$ cat src/rtl/ni_response_outstanding_table.sv
// ni_response_outstanding_table: age-ordered table of outstanding NI requests retired by response source
module ni_response_outstanding_table #(
  parameter int SRC_WD = 8,
  parameter int DEPTH = 4,
  parameter int STRICT_ORDER = 1,
  localparam int CNT_WD = $clog2(DEPTH + 1),
  localparam int IDX_WD = DEPTH > 1 ? $clog2(DEPTH) : 1
) (
  input  logic              clk,
  input  logic              rst,
  input  logic              response_awaited,
  input  logic              wait_read_response,
  input  logic              processing_response,
  input  logic [SRC_WD-1:0] transaction_target,
  input  logic              transaction_complete,
  input  logic [SRC_WD-1:0] message_source,
  output logic              full_response,
  output logic              table_full,
  output logic [CNT_WD-1:0] outstanding_count,
  output logic              packet_type_is_read,
  output logic [SRC_WD-1:0] head_target,
  output logic              resp_mismatch
);
  logic [SRC_WD-1:0] tgt_q [DEPTH];
  logic [SRC_WD-1:0] tgt_n [DEPTH];
  logic [DEPTH-1:0]  rd_q, rd_n;
  logic [CNT_WD-1:0] cnt, cnt_n, wr_idx;
  logic [DEPTH-1:0]  match;
  logic [IDX_WD-1:0] sel;
  logic              hit, alloc, retire;
  always_comb begin
    for (int i = 0; i < DEPTH; i++) match[i] = (i < int'(cnt)) && (tgt_q[i] == message_source);
    hit = 1'b0;
    sel = '0;
    if (STRICT_ORDER != 0) hit = match[0];
    else
      for (int i = DEPTH - 1; i >= 0; i--)
        if (match[i]) begin
          hit = 1'b1;
          sel = IDX_WD'(i);
        end
  end
  assign full_response       = cnt != '0;
  assign table_full          = cnt == CNT_WD'(DEPTH);
  assign outstanding_count   = cnt;
  assign packet_type_is_read = hit & rd_q[sel];
  assign head_target         = full_response ? tgt_q[0] : '0;
  assign alloc               = response_awaited & ~processing_response & ~table_full;
  assign retire              = transaction_complete & hit;
  assign wr_idx              = cnt - CNT_WD'(retire);
  assign cnt_n               = cnt + CNT_WD'(alloc) - CNT_WD'(retire);
  // Retire shifts everything above sel down one; the new entry then lands at the compacted tail.
  always_comb begin
    for (int i = 0; i < DEPTH; i++) begin
      tgt_n[i] = (retire && i >= int'(sel) && i < DEPTH - 1) ? tgt_q[(i + 1) % DEPTH] : tgt_q[i];
      rd_n[i]  = (retire && i >= int'(sel) && i < DEPTH - 1) ? rd_q[(i + 1) % DEPTH] : rd_q[i];
      tgt_n[i] = (alloc && i == int'(wr_idx)) ? transaction_target : tgt_n[i];
      rd_n[i]  = (alloc && i == int'(wr_idx)) ? wait_read_response : rd_n[i];
    end
  end
  always_ff @(posedge clk or negedge rst) begin
    if (!rst) begin
      for (int i = 0; i < DEPTH; i++) tgt_q[i] <= '0;
      rd_q          <= '0;
      cnt           <= '0;
      resp_mismatch <= 1'b0;
    end else begin
      for (int i = 0; i < DEPTH; i++) tgt_q[i] <= tgt_n[i];
      rd_q          <= rd_n;
      cnt           <= cnt_n;
      resp_mismatch <= transaction_complete & ~hit;
    end
  end
endmodule

$ cat config.mk
export PLATFORM = sky130hd
export DESIGN_NAME = ni_response_outstanding_table
export DESIGN_NICKNAME = d
export VERILOG_FILES = /design/src/rtl/ni_response_outstanding_table.sv
export SDC_FILE = /design/constraint.sdc
export NUM_CORES = 1
export LEC_CHECK = 0
export ABC_AREA = 0
export BUFFER_PORTS_ARGS = -buffer_cell sky130_fd_sc_hd__buf_2
export CORE_MARGIN = 5
export CORE_UTILIZATION = 40
export DETAILED_ROUTE_END_ITERATION = 6
export HOLD_SLACK_MARGIN = 0.08
export PLACE_DENSITY_LB_ADDON = 0.08
export SYNTH_ARGS = -nofsm -noshare
export SYNTH_HDL_FRONTEND = slang
export SYNTH_SLANG_ARGS = --single-unit
export TNS_END_PERCENT = 1
$ cat constraint.sdc
create_clock -name clk -period 3.52 [get_ports clk]
set_clock_uncertainty 0.2 [all_clocks]
set_input_delay 1.056 -clock clk [delete_from_list [all_inputs] [get_ports clk]]
set_output_delay 1.056 -clock clk [all_outputs]
set_load 0.05 [all_outputs]
==> run metrics, run 1 <==
synthesis-to-layout area growth=17.4%; Port Buf Inserts=36; sequential share of power=between 30 and 40%; Mapped Area=around 2100 um^2; GPL Wtd Cong=0.779; clock buffer depth=2; Syn Nets=around 220; chip height=~80 um; Worst-path clk slew=~0.080 ns; RSZ-0062 raised after global routing=no; sequential share of the synthesized area=a little under half; CORE AREA=a little over 5000 um^2; CP Max Fanout=2; startpoint types=input pin; GRT overflow=0; Final nets=265; antenna violations before repair=0; Crit path top cell by count=buf_2; post-layout min period=3.41 ns; drt total wl=roughly 4200 um; setup tns final=0 ns; crit path DAT=2.16 ns; htree depth=2; Pleak=1.35 nW; Root Driver=clkbuf_8; share of cells above drive strength 1=around 28%; Top Family by Delay on Critical Path=compound AO/OA/AOI/OAI gates; Final Hold Viols=0; Antenna Violating Nets Remaining=0; Post-CTS Hold Fix Bufs=0; Buf+Inv Stages, Crit Path=3; synth unique cells=29; commonest non-fill, non-tap cell in the layout=dfrtp_1; first-pass GRT wire length=6980 um; switch share=a little over two fifths; Setup violations, final=0; Synth top area share=~48%; synthesized area per cell=between 10 and 15 um^2; Area contributors post-synth=dfrtp_1 48%, mux2i_1 13%, a21oi_1 6.4%, nor2_1 5.7%, mux2_2 4.8%; I/O pin cnt=37; vias in the first global route=about 1400; cell taking the most area after synthesis=dfrtp_1; most frequent cells in the layout=40 x dfrtp_1, 36 x buf_2, 32 x nor2_1; drt first pass iters=5; CP required=about 2.3 ns; drt wl/cell=approximately 14 um; status=complete, no violations; Cell Chain, Critical Path=buf_2 > inv_1 > a222oi_1 > nand4_1 > nor2_1 > buf_2; final instance area=2460 um^2; cts bufs inserted=5; Gate Count Post-Synth=around 190; Rows=26; Ys Warns=0; Reg2Reg Setup Slack=~0.60 ns; CTS tree=built; Post-CTS Setup Repair Bufs=0; routed via count=around 1500; number of vias per cell=4.75; Max IR drop VDD=336 uV; worst-skew pair later-pin latency=0.28 ns; placed inst area=roughly 2400 um^2; dpl hpwl=2970 um; Initial Util=between 40% and 50%; drt drc=0; Critical Path Sink Type=output port; power share of the combinational group=a little under half; Die Width=roughly 82 um; MaxCap Viol Count=0; clock sink count=40; ANT cells=0; Pwr per Cell Area=between 800 and 900 nW/um^2; Hold WS=a little over 0.3 ns; Crit Path Class=input pin to output port; fmax=293 MHz; Internal=around 1.2 mW; Final Max Slew Viols=0; largest net degree at the start of global routing=around 40; Rel. slew slack=between 40 and 50%; Net Sw Power=just over 900 uW; DR iter-0 viols=70; DIE AREA=approximately 6800 um^2; gr usage total=between 10% and 20%; Hold Crit Class=register to register; Worst path slowest cell=a222oi_1; Seq cells post-synth=40; Clock Power Share=between 10% and 20%; Worst Tran Pin Value=between 0.8 and 0.9 ns; CTS resizes=0; largest incremental delay on the critical path=0.40 ns; Final Cycle Share=between 90% and 100%
-- kinds of logic (layout without fill, tap and decap cells) --
family / count (synthesis) / in the layout / share of synthesized area, %
simple gates: 57 / 57 / 14.4
flops: 40 / 40 / 47.7
mux: 36 / 36 / 17.7
compound gates: 31 / 31 / 8.29
buf+inv: 19 / 63 / 5.79
fa+ha+maj: 6 / 6 / 3.94
xor+xnor: 5 / 5 / 2.09
-- per-layer routing --
layer / track usage [%] / wire (um)
met1: 18.8 / 2000
met2: 21.6 / 1830
met4: 4.49 / 60
met3: 3.80 / 318
met5: 0 / 0
-- registers in the layout, indices dropped and copies added (netlist names) --
signal and cells:
tgt_q 32, resp_mismatch 1, outstanding_count 3, rd_q 4
-- cells in the mapped netlist --
master,number
dfrtp_1,40
nand2b_1,1
nand4_1,2
a21oi_1,27
and2b_4,1
buf_2,2
nor2b_1,7
nor2b_2,1
nor4_2,1
mux2i_1,27
mux2_2,9
a222oi_1,1
nand3b_2,2
or2b_1,2
and2_1,1
nand2_2,1
nor3_1,4
buf_6,2
xor2_1,5
o211a_1,1
nor2_1,32
inv_1,13
o2111a_1,1
nand3_2,1
fa_1,1
or2b_2,1
ha_1,5
o21a_1,1
buf_12,2
-- worst paths after layout --
kind,from,endpoint,cells after the start
worst max-delay path,message_source[2],packet_type_is_read,6
worst min-delay path,tgt_q[4]$_DFFE_PN0P_,tgt_q[4]$_DFFE_PN0P_,1
worst max register to register,outstanding_count[1]$_DFF_PN0_,tgt_q[26]$_DFFE_PN0P_,15
worst min register to register,tgt_q[4]$_DFFE_PN0P_,tgt_q[4]$_DFFE_PN0P_,1
max in group asynchronous,rst,tgt_q[15]$_DFFE_PN0P_,1
min in group asynchronous,rst,outstanding_count[1]$_DFF_PN0_,1
-- power groups by stage --
stage	registers [mW]	clock network (mW)	logic, mW
floorplan	0.873	0	0.731
finish	0.844	0.317	0.991
detailed placement	0.856	0	0.998
global route	0.881	0.355	1.10
global placement	0.856	0	0.989
CTS	0.847	0.331	0.999
-- per-stage QoR --
stage	worst slack, ns	cells	util [%]	power [mW]
final	0.105	308	48.2	2.15
after global routing	0.00239	308	48.2	2.33
after CTS	0.0231	308	48.1	2.18
after detailed placement	0.0327	300	46.3	1.85
after global placement	0.00966	300	46.3	1.84
after floorplan	0.0399	194	-	1.60
-- area by class of cell --
| type | count | area (um^2) |
|---|---|---|
| clock buffer | 7 | 86.3 |
| clock inverter | 1 | 7.51 |
| fill | 515 | 2650 |
| inverter | 13 | 48.8 |
| multi-input combinational | 135 | 980 |
| sequential | 40 | 1000 |
| tap | 70 | 87.6 |
| timing repair buffer | 42 | 250 |
-- worst register-to-register path, stage by stage, from the launching register on --
cell and delay, ns:
dfrtp_1 0.48, inv_1 0.11, ha_1 0.20, nor2b_2 0.16
nor4_2 0.25, nand4_1 0.14, inv_1 0.11, ha_1 0.15
ha_1 0.16, o211a_1 0.14, o21a_1 0.15, buf_4 0.14
nand3_2 0.07, buf_4 0.20, nor2_1 0.11, a21oi_1 0.04
No activity file was read; power rests on OpenSTA's default activity.
==> inputs of run 2 (changes only) <==
--- a/config.mk
+++ b/config.mk
@@ -11,6 +11,7 @@
 export CORE_UTILIZATION = 40
 export DETAILED_ROUTE_END_ITERATION = 6
 export HOLD_SLACK_MARGIN = 0.08
+export MAX_ROUTING_LAYER = met4
 export PLACE_DENSITY_LB_ADDON = 0.08
 export SYNTH_ARGS = -nofsm -noshare
 export SYNTH_HDL_FRONTEND = slang
==> run 2 against run 1 <==
Effect of this change:
- sequential power barely moved
- register-to-register slack hardly changed
- worst setup slack improved by 0.0015 ns
- combinational power is essentially flat
- hold slack worse by 0.0014 ns
- die area did not move
- wire length fell by 0.24%
- non-clock buffer count is the same
- via count rose by 0.82%
- fmax about the same
- final area unchanged
- critical path depth did not move
- critical endpoint unchanged
- highest routed layer unchanged
==> run metrics, run 2 (synthesis gave the netlist of run 1 again) <==
Final Max Slew Viols=0 (unchanged); Final Hold Viols=0 (unchanged); drt total wl=4200 um (-0.24%); Rows=26 (unchanged); drt drc=0 (unchanged); GPL Wtd Cong=0.790 (+1.4%); largest register by flop count=tgt_q; status=complete, no violations; Final WS setup=0.107 ns (+0.00148 ns); final instance area=2460 um^2 (unchanged); largest net degree at the start of global routing=41 (unchanged); Setup violations, final=0 (unchanged); worst-skew pair later-pin latency=0.28 ns (about the same); Top Family by Delay on Critical Path=compound AO/OA/AOI/OAI gates; commonest non-fill, non-tap cell in the layout=dfrtp_1; Buf+Inv Stages, Crit Path=3 (unchanged); synthesis-to-layout area growth=17.4% (unchanged); max reg flops=32 (unchanged); CORE AREA=5110 um^2 (unchanged); Critical Path Sink Type=output port; Die Width=82.4 um (unchanged); Root Driver=clkbuf_8; global routing usage on met1=18.8% (+0.069 points); area of the multi-input gates=980 um^2 (unchanged); drt first pass iters=5 (unchanged); vias in the first global route=1408 (-0.64%); area occupied by registers=1000 um^2 (unchanged); Worst-path clk slew=0.08 ns (about the same); Crit Path Class=input pin to output port; placed inst area=2360 um^2 (unchanged); Cell Chain, Critical Path=buf_2 > inv_1 > a222oi_1 > nand4_1 > nor2_1 > buf_2; I/O pin cnt=37 (unchanged); Initial Util=41.1% (unchanged); Final nets=265 (unchanged); GRT overflow=0 (unchanged); DR iter-0 viols=66 (-5.7%); RSZ-0062 raised after global routing=no; drt wl/cell=13.6 um (-0.24%); share of cells above drive strength 1=28.2% (unchanged); Hold Crit Class=register to register; first-pass GRT wire length=7000 um (+0.30%); Top Usage Layer GRT=met2; startpoint types=input pin; gr usage total=14.3% (+0.40 points); Pwr per Cell Area=874 nW/um^2 (about the same); ANT cells=0 (unchanged); fmax=293 MHz (about the same); Worst Tran Pin Value=0.886 ns (-0.00276 ns); antenna violations before repair=0 (unchanged); Filler Cells Inserted=515 (unchanged); htree depth=2 (unchanged); Rel. slew slack=41.0% (+0.18 points); Worst path slowest cell=a222oi_1; largest incremental delay on the critical path=0.40 ns (about the same); Max IR drop VDD=334 uV (-0.68%); Worst Reg-to-Reg Cells=12 (-3); routed via count=1475 (+0.82%); Port Buf Inserts=36 (unchanged); stages on the worst setup path=6 (unchanged); crit path DAT=2.16 ns (about the same); CP required=2.26 ns (about the same); final design utilization=48.2% (unchanged); DP Worst Slack=0.0327 ns (unchanged); MaxCap Viol Count=0 (unchanged); DIE AREA=6790 um^2 (unchanged); chip height=82.4 um (unchanged); M3 GR Usage=3.69% (-0.11 points); post-layout min period=3.41 ns (-0.00148 ns); clock buffer depth=2 (unchanged); CP Max Fanout=2 (unchanged); Post-CTS Setup Repair Bufs=0 (unchanged); dpl hpwl=2970 um (unchanged); cts bufs inserted=5 (unchanged); setup tns final=0 ns (unchanged); most frequent cells in the layout=40 x dfrtp_1, 36 x buf_2, 32 x nor2_1; number of vias per cell=4.79 (+0.82%); Hold Path Depth=1 (unchanged); clock sink count=40 (unchanged); CTS tree=built; Antenna Violating Nets Remaining=0 (unchanged); Final Cycle Share=97.0% (about the same); Pleak=1.35 nW (unchanged); Crit path top cell by count=buf_2; met2 GRT Util=21.6% (unchanged)
==> run 2: metal layers <==
layer  share of wire, %  vias to the layer above
met1                 46                      674
met4                1.5                        0
li1                   -                      748
met5                  0                        -
met3                8.0                        5
met2                 44                       48
==> run 2: where the power goes <==
part,internal (mW),total [mW],switching [mW]
registers,0.689,0.843,0.155
clock network,0.159,0.317,0.157
logic,0.371,0.991,0.620
==> run 2: path summary, 6_finish.rpt <==
kind | startpoint | to | slack [ns]
min reg2reg | tgt_q[4]$_DFFE_PN0P_ | tgt_q[4]$_DFFE_PN0P_ | 0.31
max reg2reg | outstanding_count[1]$_DFF_PN0_ | tgt_q[3]$_DFFE_PN0P_ | 0.60
min | tgt_q[4]$_DFFE_PN0P_ | tgt_q[4]$_DFFE_PN0P_ | 0.31
max | message_source[2] | packet_type_is_read | 0.11
min in group asynchronous | rst | outstanding_count[1]$_DFF_PN0_ | 0.69
max in group asynchronous | rst | tgt_q[25]$_DFFE_PN0P_ | 1.88
==> run 2: through the flow <==
| step | cells | hold slack [ns] | power [mW] |
|---|---|---|---|
| 6_report | 308 | 0.309 | 2.15 |
| 5_1_grt | 308 | 0.326 | 2.33 |
| 4_1_cts | 308 | 0.313 | 2.18 |
| 3_5_place_dp | 300 | 0.294 | 1.85 |
| 3_3_place_gp | 300 | 0.289 | 1.84 |
| 2_1_floorplan | 194 | 0.279 | 1.60 |
==> run 2: area by class of cell <==
| cell class | instances | share of cell area, % |
|---|---|---|
| multi-input cells | 135 | 39.8 |
| inverters | 13 | 1.98 |
| repair buffers | 42 | 10.2 |
| well taps | 70 | 3.56 |
| clock inverters | 1 | 0.305 |
| clock buffers | 7 | 3.51 |
| flip-flops and latches | 40 | 40.7 |
==> run 2: what timing repair did <==
item,CTS,global route
hold buffers,0,0
hold endpoints to repair,0,0
resized for setup,0,1
endpoints found under the setup margin,0,1
